File: src/rtl/pcd_miller_encoder_pkg.sv
// Shared types and nominal timing for the ISO/IEC 14443-2A modified-Miller PCD transmitter.
package pcd_miller_encoder_pkg;

   // Shared with the PICC-side sequence decoder; SEQ_ERR is only produced on that side.
   typedef enum logic [1:0] {SEQ_X, SEQ_Y, SEQ_Z, SEQ_ERR} seq_t;

   // fc/128 bit period (106 kbit/s), nominal X pause start and pause length, in carrier clocks.
   localparam int unsigned FC128_BIT_CLKS = 128;
   localparam int unsigned NOM_X_OFFSET   = 64;
   localparam int unsigned NOM_PAUSE_CLKS = 32;

   typedef enum logic [2:0] {
      StIdle,
      StSoc,
      StData,
      StEoc0,
      StEocY
   } enc_state_e;

   // Logic 0 is a Y right after a 1, otherwise a Z.
   function automatic seq_t zero_seq(input logic prev_one);
      return prev_one ? SEQ_Y : SEQ_Z;
   endfunction

endpackage

File: src/rtl/pcd_miller_encoder_if.sv
// Bit-stream valid/ready handshake into the Miller encoder.
interface pcd_miller_encoder_if;

   logic in_valid;
   logic in_data;
   logic in_last;
   logic in_ready;

   modport master (output in_valid, output in_data, output in_last, input in_ready);
   modport slave  (input in_valid, input in_data, input in_last, output in_ready);

endinterface

File: src/rtl/pcd_miller_encoder.sv
// Reader-side ISO/IEC 14443-2A modified-Miller transmitter: SOC, data bits and EOC
// encoded as Z/X/Y pause sequences on pause_n_o.
module pcd_miller_encoder
   import pcd_miller_encoder_pkg::*;
#(
   parameter int unsigned BIT_CLKS   = FC128_BIT_CLKS,
   parameter int unsigned X_OFFSET   = NOM_X_OFFSET,
   parameter int unsigned PAUSE_CLKS = NOM_PAUSE_CLKS
) (
   input  logic                     clk,
   input  logic                     rst_n,
   pcd_miller_encoder_if.slave      in_if,
   output logic                     pause_n_o,
   output logic                     busy_o,
   output logic                     underflow_o
);

   localparam int unsigned CntW = $clog2(BIT_CLKS);

   localparam logic [CntW-1:0] CntLast = CntW'(BIT_CLKS - 1);
   // One extra bit so an X pause ending exactly at BIT_CLKS does not wrap.
   localparam logic [CntW:0] PauseEnd = (CntW + 1)'(PAUSE_CLKS);
   localparam logic [CntW:0] XStart   = (CntW + 1)'(X_OFFSET);
   localparam logic [CntW:0] XEnd     = (CntW + 1)'(X_OFFSET + PAUSE_CLKS);

   if (!(PAUSE_CLKS > 0 && PAUSE_CLKS <= X_OFFSET && X_OFFSET < BIT_CLKS)) begin : g_bad_params
      $error("pcd_miller_encoder: need 0 < PAUSE_CLKS <= X_OFFSET < BIT_CLKS");
   end

   enc_state_e      state_q, state_d;
   logic [CntW-1:0] cnt_q, cnt_d;
   seq_t            cur_seq_q, cur_seq_d;
   logic            prev_one_q, prev_one_d;
   logic            last_seen_q, last_seen_d;
   logic            pause_n_q, pause_n_d;
   logic            busy_q, busy_d;
   logic            in_ready;
   logic            underflow;
   logic            cnt_wrap;
   logic [CntW:0]   cnt_ext_d;

   assign cnt_wrap = (cnt_q == CntLast);

   // Next-state: sequence sequencing, bit acceptance and frame termination.
   always_comb begin
      state_d     = state_q;
      cnt_d       = cnt_q;
      cur_seq_d   = cur_seq_q;
      prev_one_d  = prev_one_q;
      last_seen_d = last_seen_q;
      in_ready    = 1'b0;
      underflow   = 1'b0;

      case (state_q)
         StIdle: begin
            cnt_d = '0;
            if (in_if.in_valid) begin
               state_d     = StSoc;
               cur_seq_d   = SEQ_Z;
               prev_one_d  = 1'b0;
               last_seen_d = 1'b0;
            end
         end

         StSoc, StData: begin
            cnt_d = cnt_wrap ? '0 : cnt_q + 1'b1;
            if (cnt_wrap) begin
               if (!last_seen_q) begin
                  in_ready = 1'b1;
               end
               if (!last_seen_q && in_if.in_valid) begin
                  state_d     = StData;
                  cur_seq_d   = in_if.in_data ? SEQ_X : zero_seq(prev_one_q);
                  prev_one_d  = in_if.in_data;
                  last_seen_d = in_if.in_last;
               end else begin
                  // Frame done, or starved: close the frame with a legal EOC either way.
                  underflow  = !last_seen_q;
                  state_d    = StEoc0;
                  cur_seq_d  = zero_seq(prev_one_q);
                  prev_one_d = 1'b0;
               end
            end
         end

         StEoc0: begin
            cnt_d = cnt_wrap ? '0 : cnt_q + 1'b1;
            if (cnt_wrap) begin
               state_d   = StEocY;
               cur_seq_d = SEQ_Y;
            end
         end

         StEocY: begin
            cnt_d = cnt_wrap ? '0 : cnt_q + 1'b1;
            if (cnt_wrap) begin
               state_d   = StIdle;
               cur_seq_d = SEQ_Y;
            end
         end

         default: begin
            state_d = StIdle;
            cnt_d   = '0;
         end
      endcase
   end

   // Output pattern computed from the next state so pause_n and busy line up with state_q.
   always_comb begin
      pause_n_d = 1'b1;
      cnt_ext_d = {1'b0, cnt_d};
      busy_d    = (state_d != StIdle);
      if (state_d != StIdle) begin
         case (cur_seq_d)
            SEQ_Z:   pause_n_d = !(cnt_ext_d < PauseEnd);
            SEQ_X:   pause_n_d = !(cnt_ext_d >= XStart && cnt_ext_d < XEnd);
            default: pause_n_d = 1'b1;
         endcase
      end
   end

   // State and registered outputs; reset returns the carrier to unmodulated at once.
   always_ff @(posedge clk or negedge rst_n) begin
      if (!rst_n) begin
         state_q     <= StIdle;
         cnt_q       <= '0;
         cur_seq_q   <= SEQ_Y;
         prev_one_q  <= 1'b0;
         last_seen_q <= 1'b0;
         pause_n_q   <= 1'b1;
         busy_q      <= 1'b0;
      end else begin
         state_q     <= state_d;
         cnt_q       <= cnt_d;
         cur_seq_q   <= cur_seq_d;
         prev_one_q  <= prev_one_d;
         last_seen_q <= last_seen_d;
         pause_n_q   <= pause_n_d;
         busy_q      <= busy_d;
      end
   end

   assign in_if.in_ready = in_ready;
   assign pause_n_o      = pause_n_q;
   assign busy_o         = busy_q;
   assign underflow_o    = underflow;

endmodule

File: src/flat_wrapper.sv
// flat-port wrapper written by rule: the top's interface ports become plain ports
module pcd_miller_encoder_flat import pcd_miller_encoder_pkg::*;
#(
   parameter int unsigned BIT_CLKS   = FC128_BIT_CLKS,
   parameter int unsigned X_OFFSET   = NOM_X_OFFSET,
   parameter int unsigned PAUSE_CLKS = NOM_PAUSE_CLKS
)
  (clk, rst_n, pause_n_o, busy_o, underflow_o, in_if_in_valid, in_if_in_data, in_if_in_last, in_if_in_ready);
  pcd_miller_encoder_if in_if_i ();
  input  logic clk;
  input  logic rst_n;
  output logic pause_n_o;
  output logic busy_o;
  output logic underflow_o;
  input wire logic [$bits(in_if_i.in_valid)-1:0] in_if_in_valid;
  input wire logic [$bits(in_if_i.in_data)-1:0] in_if_in_data;
  input wire logic [$bits(in_if_i.in_last)-1:0] in_if_in_last;
  output wire logic [$bits(in_if_i.in_ready)-1:0] in_if_in_ready;
  assign in_if_i.in_valid = in_if_in_valid;
  assign in_if_i.in_data = in_if_in_data;
  assign in_if_i.in_last = in_if_in_last;
  assign in_if_in_ready = in_if_i.in_ready;
  pcd_miller_encoder #(.BIT_CLKS(BIT_CLKS), .X_OFFSET(X_OFFSET), .PAUSE_CLKS(PAUSE_CLKS)) u_core (.clk(clk), .rst_n(rst_n), .in_if(in_if_i), .pause_n_o(pause_n_o), .busy_o(busy_o), .underflow_o(underflow_o));
endmodule
File: config.mk
export PLATFORM = sky130hd
export DESIGN_NAME = pcd_miller_encoder_flat
export DESIGN_NICKNAME = d
export VERILOG_FILES = /design/src/rtl/pcd_miller_encoder_pkg.sv /design/src/rtl/pcd_miller_encoder_if.sv /design/src/rtl/pcd_miller_encoder.sv /design/src/flat_wrapper.sv
export SDC_FILE = /design/constraint.sdc
export NUM_CORES = 1
export LEC_CHECK = 0
export CAP_MARGIN = 20
export CELL_PAD_IN_SITES_DETAIL_PLACEMENT = 0
export CELL_PAD_IN_SITES_GLOBAL_PLACEMENT = 1
export CORE_UTILIZATION = 37
export DETAILED_ROUTE_END_ITERATION = 12
export PLACE_DENSITY = 0.72
export SYNTH_ARGS = -nofsm -noshare
export SYNTH_HDL_FRONTEND = slang
export SYNTH_SLANG_ARGS = --single-unit
File: constraint.sdc
create_clock -name clk -period 2.3 [get_ports clk]
set_clock_uncertainty 0.1 [all_clocks]
set_input_delay 0.345 -clock clk [delete_from_list [all_inputs] [get_ports clk]]
set_output_delay 0.345 -clock clk [all_outputs]
set_load 0.1 [all_outputs]
# After elaboration in Yosys (flattened, before gate mapping)
# Index checks and enable logic that the tools add are counted.
# classes
addsub	1
multipliers	0
div	0
magnitude_cmp	3
n_eq_ne	9
shifts	0
n_mux	30
bitwise	0
reduce_logical	14
# ops
cell	n
$mux 7	2
$mux 1	13
$mux 2	6
$mux 3	4
$pmux 3 s4	1
$add 7x1->7 const B	1
$eq 7x7->1 const B	1
$ge 7x7->1 const B	1
$lt 7x6->1 const B	1
$lt 7x7->1 const B	1
$eq 3x2->1 const B	2
$pmux 1 s2	3
$pmux 2 s3	1
$ne 2x1->1 const B	2
$reduce_and 4->1	1
$reduce_or 2->1	2
$reduce_or 4->1	1
$eq 3x1->1 const B	1
$eq 3x3->1 const B	1
$logic_not 1->1	3
$logic_not 3->1	1
$reduce_and 3->1	1
$reduce_bool 3->1	1
$eq 2x2->1 const B	1
other kinds (4)	5
# totals
regBits	16
latchBits	0
ram_bits	0
rom_bits	0
inputBits	5
out_inout_bits	4
elab_cells	64
n_memories	0

# Depth between registers and ports, before layout
# Gate-level depths: netlist (run 1).
# logic_depth
word_depth	8
depth_mapped	7
depth_no_buf	6

# Least setup slack after synthesis (run 1)
# OpenSTA, ideal clock, no wires.
# synth_path
path_kind	register -> output
start	register u_core.cnt_q[0]
end	output underflow_o
arrival_time_ps	3326
setup_slack_ps	-1471
path_stages_with_launch	7
path_cell_list	dfrtp_1 > ha_1 > and3_1 > clkbuf_2 > nand2_1 > or3_1 > nor3_1
# synth_via
elab_chain_len	3
# synth_rtl
item	line_no	text
start, declared	pcd_miller_encoder.sv:31	logic [CntW-1:0] cnt_q, cnt_d;
start signal, assigned	pcd_miller_encoder.sv:135	cnt_q <= cnt_d;
$eq 7x7->1	pcd_miller_encoder.sv:42	assign cnt_wrap = (cnt_q == CntLast);
$mux 1	pcd_miller_encoder.sv:67	if (cnt_wrap) begin
$mux 1	pcd_miller_encoder.sv:54	case (state_q)
end, declared	flat_wrapper.sv:14	output logic underflow_o;
# Every way passes these cells.

# Worst setup path in the final report (run 1)
# Ends and elaborated chain as after synthesis.

==> results of run 1 <==
-- logic make-up (layout without fill, tap and decap cells) --
kind of cell               after synthesis  after routing  share of synthesized area (%)
adders and majority gates                1              1                           1.56
and+or+nand+nor                         37             37                           27.3
buffers and inverters                    5             22                           3.74
DFF                                     16             16                           50.2
AOI/OAI and AO/OA                       11             11                           9.52
xor gates and xnor gates                 7              7                           7.64
-- flip-flops by register name, summed over array words and instances, names as in the netlist --
register / flops
u_core.cnt_q: 7
u_core.state_q: 3
u_core.cur_seq_q: 2
u_core.busy_o: 1
u_core.last_seen_q: 1
u_core.pause_n_o: 1
u_core.prev_one_q: 1
-- timing repair --
item / CTS / global route
gates resized for setup: 5 / 0
cloned: 0 / 0
setup buffers: 5 / 1
setup endpoints to repair: 2 / 2
hold buffers: 0 / 0
pin swaps: 3 / 2
-- power by group --
group,switching [mW],leakage [nW],total (mW),internal (mW)
logic,0.181,0.224,0.340,0.160
clock network,0.0910,0.0210,0.187,0.0965
registers,0.0724,0.188,0.448,0.376
total,0.344,0.433,0.976,0.632
-- stage by stage --
stage / hold WS [ns] / area [um^2]
2_1_floorplan: -0.0506 / 821
3_3_place_gp: 0.336 / 946
3_5_place_dp: 0.343 / 946
4_1_cts: 0.359 / 1030
5_1_grt: 0.393 / 1040
6_report: 0.362 / 1040
-- worst max path at each step --
stage / from / end / slack [ns] / depth (start not counted)
2_1_floorplan: u_core.cnt_q[0]$_DFF_PN0_ / underflow_o / -0.26 / 6
3_3_place_gp: u_core.cnt_q[0]$_DFF_PN0_ / u_core.pause_n_o$_DFF_PN1_ / 0.09 / 6
3_5_place_dp: u_core.cnt_q[0]$_DFF_PN0_ / u_core.pause_n_o$_DFF_PN1_ / 0.06 / 6
4_1_cts: u_core.cnt_q[0]$_DFF_PN0_ / underflow_o / -0.02 / 6
5_1_grt: u_core.cnt_q[0]$_DFF_PN0_ / underflow_o / -0.05 / 6
6_report: u_core.cnt_q[0]$_DFF_PN0_ / underflow_o / 0.03 / 6
-- metal layers --
| layer | routed length, um | vias to the layer above | track usage, % |
|---|---|---|---|
| met5 | 0 | - | 0 |
| met3 | 71 | 2 | 6.60 |
| met4 | 15 | 0 | 4.41 |
| met2 | 792 | 11 | 27.7 |
| li1 | - | 310 | - |
| met1 | 741 | 297 | 20.8 |
-- synth_stat cells (2+ instances only) --
library cell and n:
nand3_1 4, nor3_1 3, and3_1 3, nand2_1 6, xnor2_1 6, dfrtp_1 14, o21ai_0 3, nor2_1 10
buf_2 2, dfstp_2 2
-- cell type report --
class                      instances  area, um^2
multi-input combinational         56         403
inverter                           1        3.75
sequential                        16         403
fill                             193         960
clock buffer                       4        36.3
timing repair buffer              17         163
tap                               27        33.8
-- worst register-to-register path, delay by kind of cell (launching register included) --
| kind | cells | cell delay, ns |
|---|---|---|
| DFF | 1 | 0.38 |
| and+or+nand+nor | 3 | 0.73 |
| AOI/OAI and AO/OA | 1 | 0.42 |
| adders and majority gates | 1 | 0.19 |
| buffers and inverters | 2 | 0.23 |
| xor gates and xnor gates | 1 | 0.12 |
==> impl_results.md, run 1 <==
- Status: finished, final reports clean
- Largest cells by area after synthesis: dfrtp_1, dfstp_2, xnor2_1
- Clock buffer depth: 2
- Startpoint Class: flop
- EDFF count, synth: 0
- Worst EP arrival: ~1.8 ns
- Clock Latency Late Sink: a little under 0.3 ns
- Cell Rows: 16
- Post-Syn Instances: just under 80
- Lkg Pwr: 0.433 nW
- H-tree levels: 1
- WP buf/inv: 1
- First-pass GRT wire length: 2930 um
- Setup TNS: 0 ns
- Routed wire length: 1620 um
- Slowest CP cell: dfrtp_1
- Most frequent cells in the layout: dfrtp_1, buf_4, nor2_1
- Drt pass-1 iters: 6
- Port-buffer cells: 8
- I/O pin count: 9
- GPL Wtd Cong: approximately 0.77
- Final period util: a little under 100%
- Final hold vios: 0
- Critical path class: reg2out
- Post-synthesis cell type count: 34
- Worst slew margin: between 50% and 60%
- Register-to-register setup slack: 0.06 ns
- Final Non-Filler Cells: about 120
- ANT nets after route: 0
- Number of antenna diodes: 0
- Die span in x: 48.6 um
- Syn_nets: slightly above 80
- Pin count of the biggest net entering global routing: 17
- Worst r2r path cells: 8
- Commonest non-fill, non-tap cell in the layout: dfrtp_1
- Least-Margin Pin Slew: between 0.6 and 0.7 ns
- Synth area leader: dfrtp_1
- Unrepaired setup endpoints after global routing: true
- Seq/Total Area, Yosys: approximately half
- Maxcap violations: 0
- Yosys warns: 0
- Crit-path max FO: 3
- Initial antenna violation count: 0
- Final core occ: 52.1%
- Final min period: 2.27 ns
- Final net count: 101
- Critical R2R Launch: u_core.cnt_q[0]$_DFF_PN0_
- FF+latch count, synth: 16
- Via count: 620
- Clk root buf: clkbuf_4
- Max-slew violations: 0
- Area growth from synthesis to layout: 30.0%
- Worst-path cell chain: ha_2 -> and3_4 -> nand2_2 -> or3_4 -> nor3_4 -> buf_12
- Critical R2R Capture: u_core.pause_n_o$_DFF_PN1_
- CTS tree: built
- GRT Util Overall: 16.9%
- Die Y: 48.6 um
- Area share of the largest cell type after synthesis: between 40% and 50%
- Mapped Area: 802 um^2
- Die ar.: between 0.002 and 0.0025 mm^2
- Final Total Pwr: about 1 mW
- Worst Path Required: roughly 1.9 ns
- Post-DR wirelength/cell: between 10 and 15 um
- Vias in the first global route: 640
- Clock buffer count from CTS: 3
- Ys async rst share: between 90% and 100%
- Peak VDD IR: approximately 0.42 mV
- DRT iter0 DRCs: 9
- Worst-path clk slew: around 0.090 ns
- Worst setup margin: about 0.033 ns
- Hold/Removal Path Class: in2async
- Crit path largest cell delay: 0.38 ns
- Initial Util: 40.1%
- Worst Setup End Kind: primary output
- DP HPWL: approximately 1100 um
- Clock sink count: 16
- Ratio of cells with drive above 1 in the final layout: about a third
- Vias per cell: about 5.1
- Setup violators final: 0
- DRC Markers: 0
- Largest delay share family, worst path: simple AND/OR/NAND/NOR gates
- CORE AREA: roughly 0.002 mm^2
- PwrDens: about 940 mW/mm^2
- Primary FF master, synth: dfrtp_1
- Pre-CTS WS: 0.0552 ns
- Syn avg cell area: around 10 um^2
- Dpl cells: ~110
- Overflow after GRT: 0
- Max Fclk: about 440 MHz
Power figures use the tool's default switching activity.
==> run 2: changes to the inputs <==
Settings changed: SKIP_CTS_REPAIR_TIMING from default to 1.
==> impl_results.md, run 2 (same netlist as run 1, synthesis figures left out) <==
- Status: finished with violations
- Failing checks: setup timing
- Clock Latency Late Sink: 0.29 ns
- Worst EP arrival: 1.91 ns
- Worst-path clk slew: 0.09 ns
- DRC Markers: 0
- Lkg Pwr: approximately 0.43 nW
- Number of fill cells: 190
- Least-Margin Pin Slew: a little under 0.7 ns
- Routed wire length: between 1500 and 2000 um
- H-tree levels: 1
- Min-delay src: u_core.cnt_q[0]$_DFF_PN0_
- Worst-path cell chain: ha_2 -> and3_4 -> nand2_4 -> or3_4 -> nor3_4 -> buf_12
- Final net count: 97
- Commonest non-fill, non-tap cell in the layout: dfrtp_1
- I/O pin count: 9
- Worst Setup End Kind: primary output
- Most frequent cells in the layout: dfrtp_1, nor2_1, buf_4
- Critical R2R Launch: u_core.cnt_q[1]$_DFF_PN0_
- Vias per cell: between 5 and 6
- Clk root buf: clkbuf_4
- Dpl cells: roughly 110
- DP HPWL: 1130 um
- Overflow after GRT: 0
- Setup violators final: 1
- Hold_ws: 0.354 ns
- GPL Wtd Cong: between 0.7 and 0.8
- Final min period: around 2.4 ns
- Startpoint Class: flop
- Biggest register: u_core.cnt_q
- Reg area: between 400 and 500 um^2
- Maxcap violations: 0
- Max reg flops: 7
- DP Area: around 950 um^2
- Via count: between 500 and 600
- Worst setup margin: -0.0505 ns
- Largest delay share family, worst path: simple AND/OR/NAND/NOR gates
- Final Total Pwr: between 0.9 and 1 mW
- ANT nets after route: 0
- Port-buffer cells: 8
- First-pass GRT wire length: approximately 2800 um
- Largest registers: u_core.cnt_q: 7 flops, u_core.state_q: 3 flops, u_core.cur_seq_q: 2 flops
- Worst setup path start: u_core.cnt_q[0]$_DFF_PN0_
- Pre-CTS WS: 0.0552 ns
- Ratio of cells with drive above 1 in the final layout: 30.0%
- Final period util: 102%
- Die ar.: roughly 0.0024 mm^2
- Unrepaired setup endpoints after global routing: true
- Worst slew margin: a little over half
- Final core occ: 50.8%
- Pin count of the biggest net entering global routing: 17
- Crit-path max FO: 6
- WP buf/inv: 1
- DRT iter0 DRCs: 8
- Final Non-Filler Cells: roughly 120
- Clock sink count: 16
- Die span in x: between 40 and 50 um
- Area growth from synthesis to layout: 26.8%
- Post-route cell area: between 0.001 and 0.0015 mm^2
- PwrDens: a little over 900 mW/mm^2
- Die Y: approximately 50 um
- Setup TNS: -0.0505 ns
- Worst Path Required: approximately 1.9 ns
- CORE AREA: roughly 0.002 mm^2
- Crit path largest cell delay: roughly 0.37 ns
- Max Fclk: roughly 430 MHz
- Hold/Removal Path Class: reg2reg
- Slowest CP cell: dfrtp_1
- Area of the multi-input gates: 408 um^2
- Cell Rows: 16
- Peak VDD IR: 0.407 mV
- Initial antenna violation count: 0
- Critical path class: reg2out
- Final hold vios: 0
- Number of antenna diodes: 0
- Drt pass-1 iters: 2
- Post-DR wirelength/cell: roughly 13 um
- GRT Util Overall: ~16%
- CTS tree: built
- Vias in the first global route: ~600
- Initial Util: approximately two fifths
- Max-slew violations: 0
- Clock buffer count from CTS: 3
- Clock buffer depth: 2
-- run 2: changes by cell type in the layout (fill, tap and decap cells not counted), sizes merged --
cell	previous run	this run
buf	13	9
-- run 2: worst paths after layout --
kind	to	slack [ns]	depth (start not counted)
setup reg to reg	u_core.pause_n_o$_DFF_PN1_	0.15	6
hold reg to reg	u_core.cnt_q[0]$_DFF_PN0_	0.35	1
max in group asynchronous	u_core.cur_seq_q[1]$_DFF_PN0_	1.30	1
setup / recovery	underflow_o	-0.05	6
min in group asynchronous	u_core.cnt_q[6]$_DFF_PN0_	0.37	1
hold / removal	u_core.cnt_q[0]$_DFF_PN0_	0.35	1
-- run 2: cell type report --
cell class | count | area share, %
sequential | 16 | 39.6
clock buffer | 4 | 3.57
tap | 27 | 3.32
multi-input combinational | 56 | 40.1
timing repair buffer | 13 | 13.0
inverter | 1 | 0.369
-- run 2: report_power, final --
| part | internal [mW] | leakage, nW | switching (mW) |
|---|---|---|---|
| Clock | 0.0965 | 0.0210 | 0.0909 |
| Combinational | 0.137 | 0.216 | 0.174 |
| Sequential | 0.376 | 0.188 | 0.0676 |
| Total | 0.609 | 0.425 | 0.333 |
-- run 2: worst reg2reg max path: stages (launching register included) --
cell and delay, ns:
dfrtp_1 0.39, ha_2 0.19, and3_4 0.18, and4bb_2 0.26, a221o_2 0.38, xnor2_1 0.12
or4b_1 0.46
-- run 2: per-layer routing --
metal,vias to the layer above,track usage [%],routed length [um]
li1,303,-,-
met1,278,20.4,749
met2,8,24.6,683
met3,2,6.60,61
met4,0,4.41,15
met5,-,0,0
==> run 3: changes to the inputs <==
Settings changed: CTS_CLUSTER_SIZE from default to 12.
==> results of run 3 <==
Same layout as run 2: the final DEF is identical, and so are final timing and power.
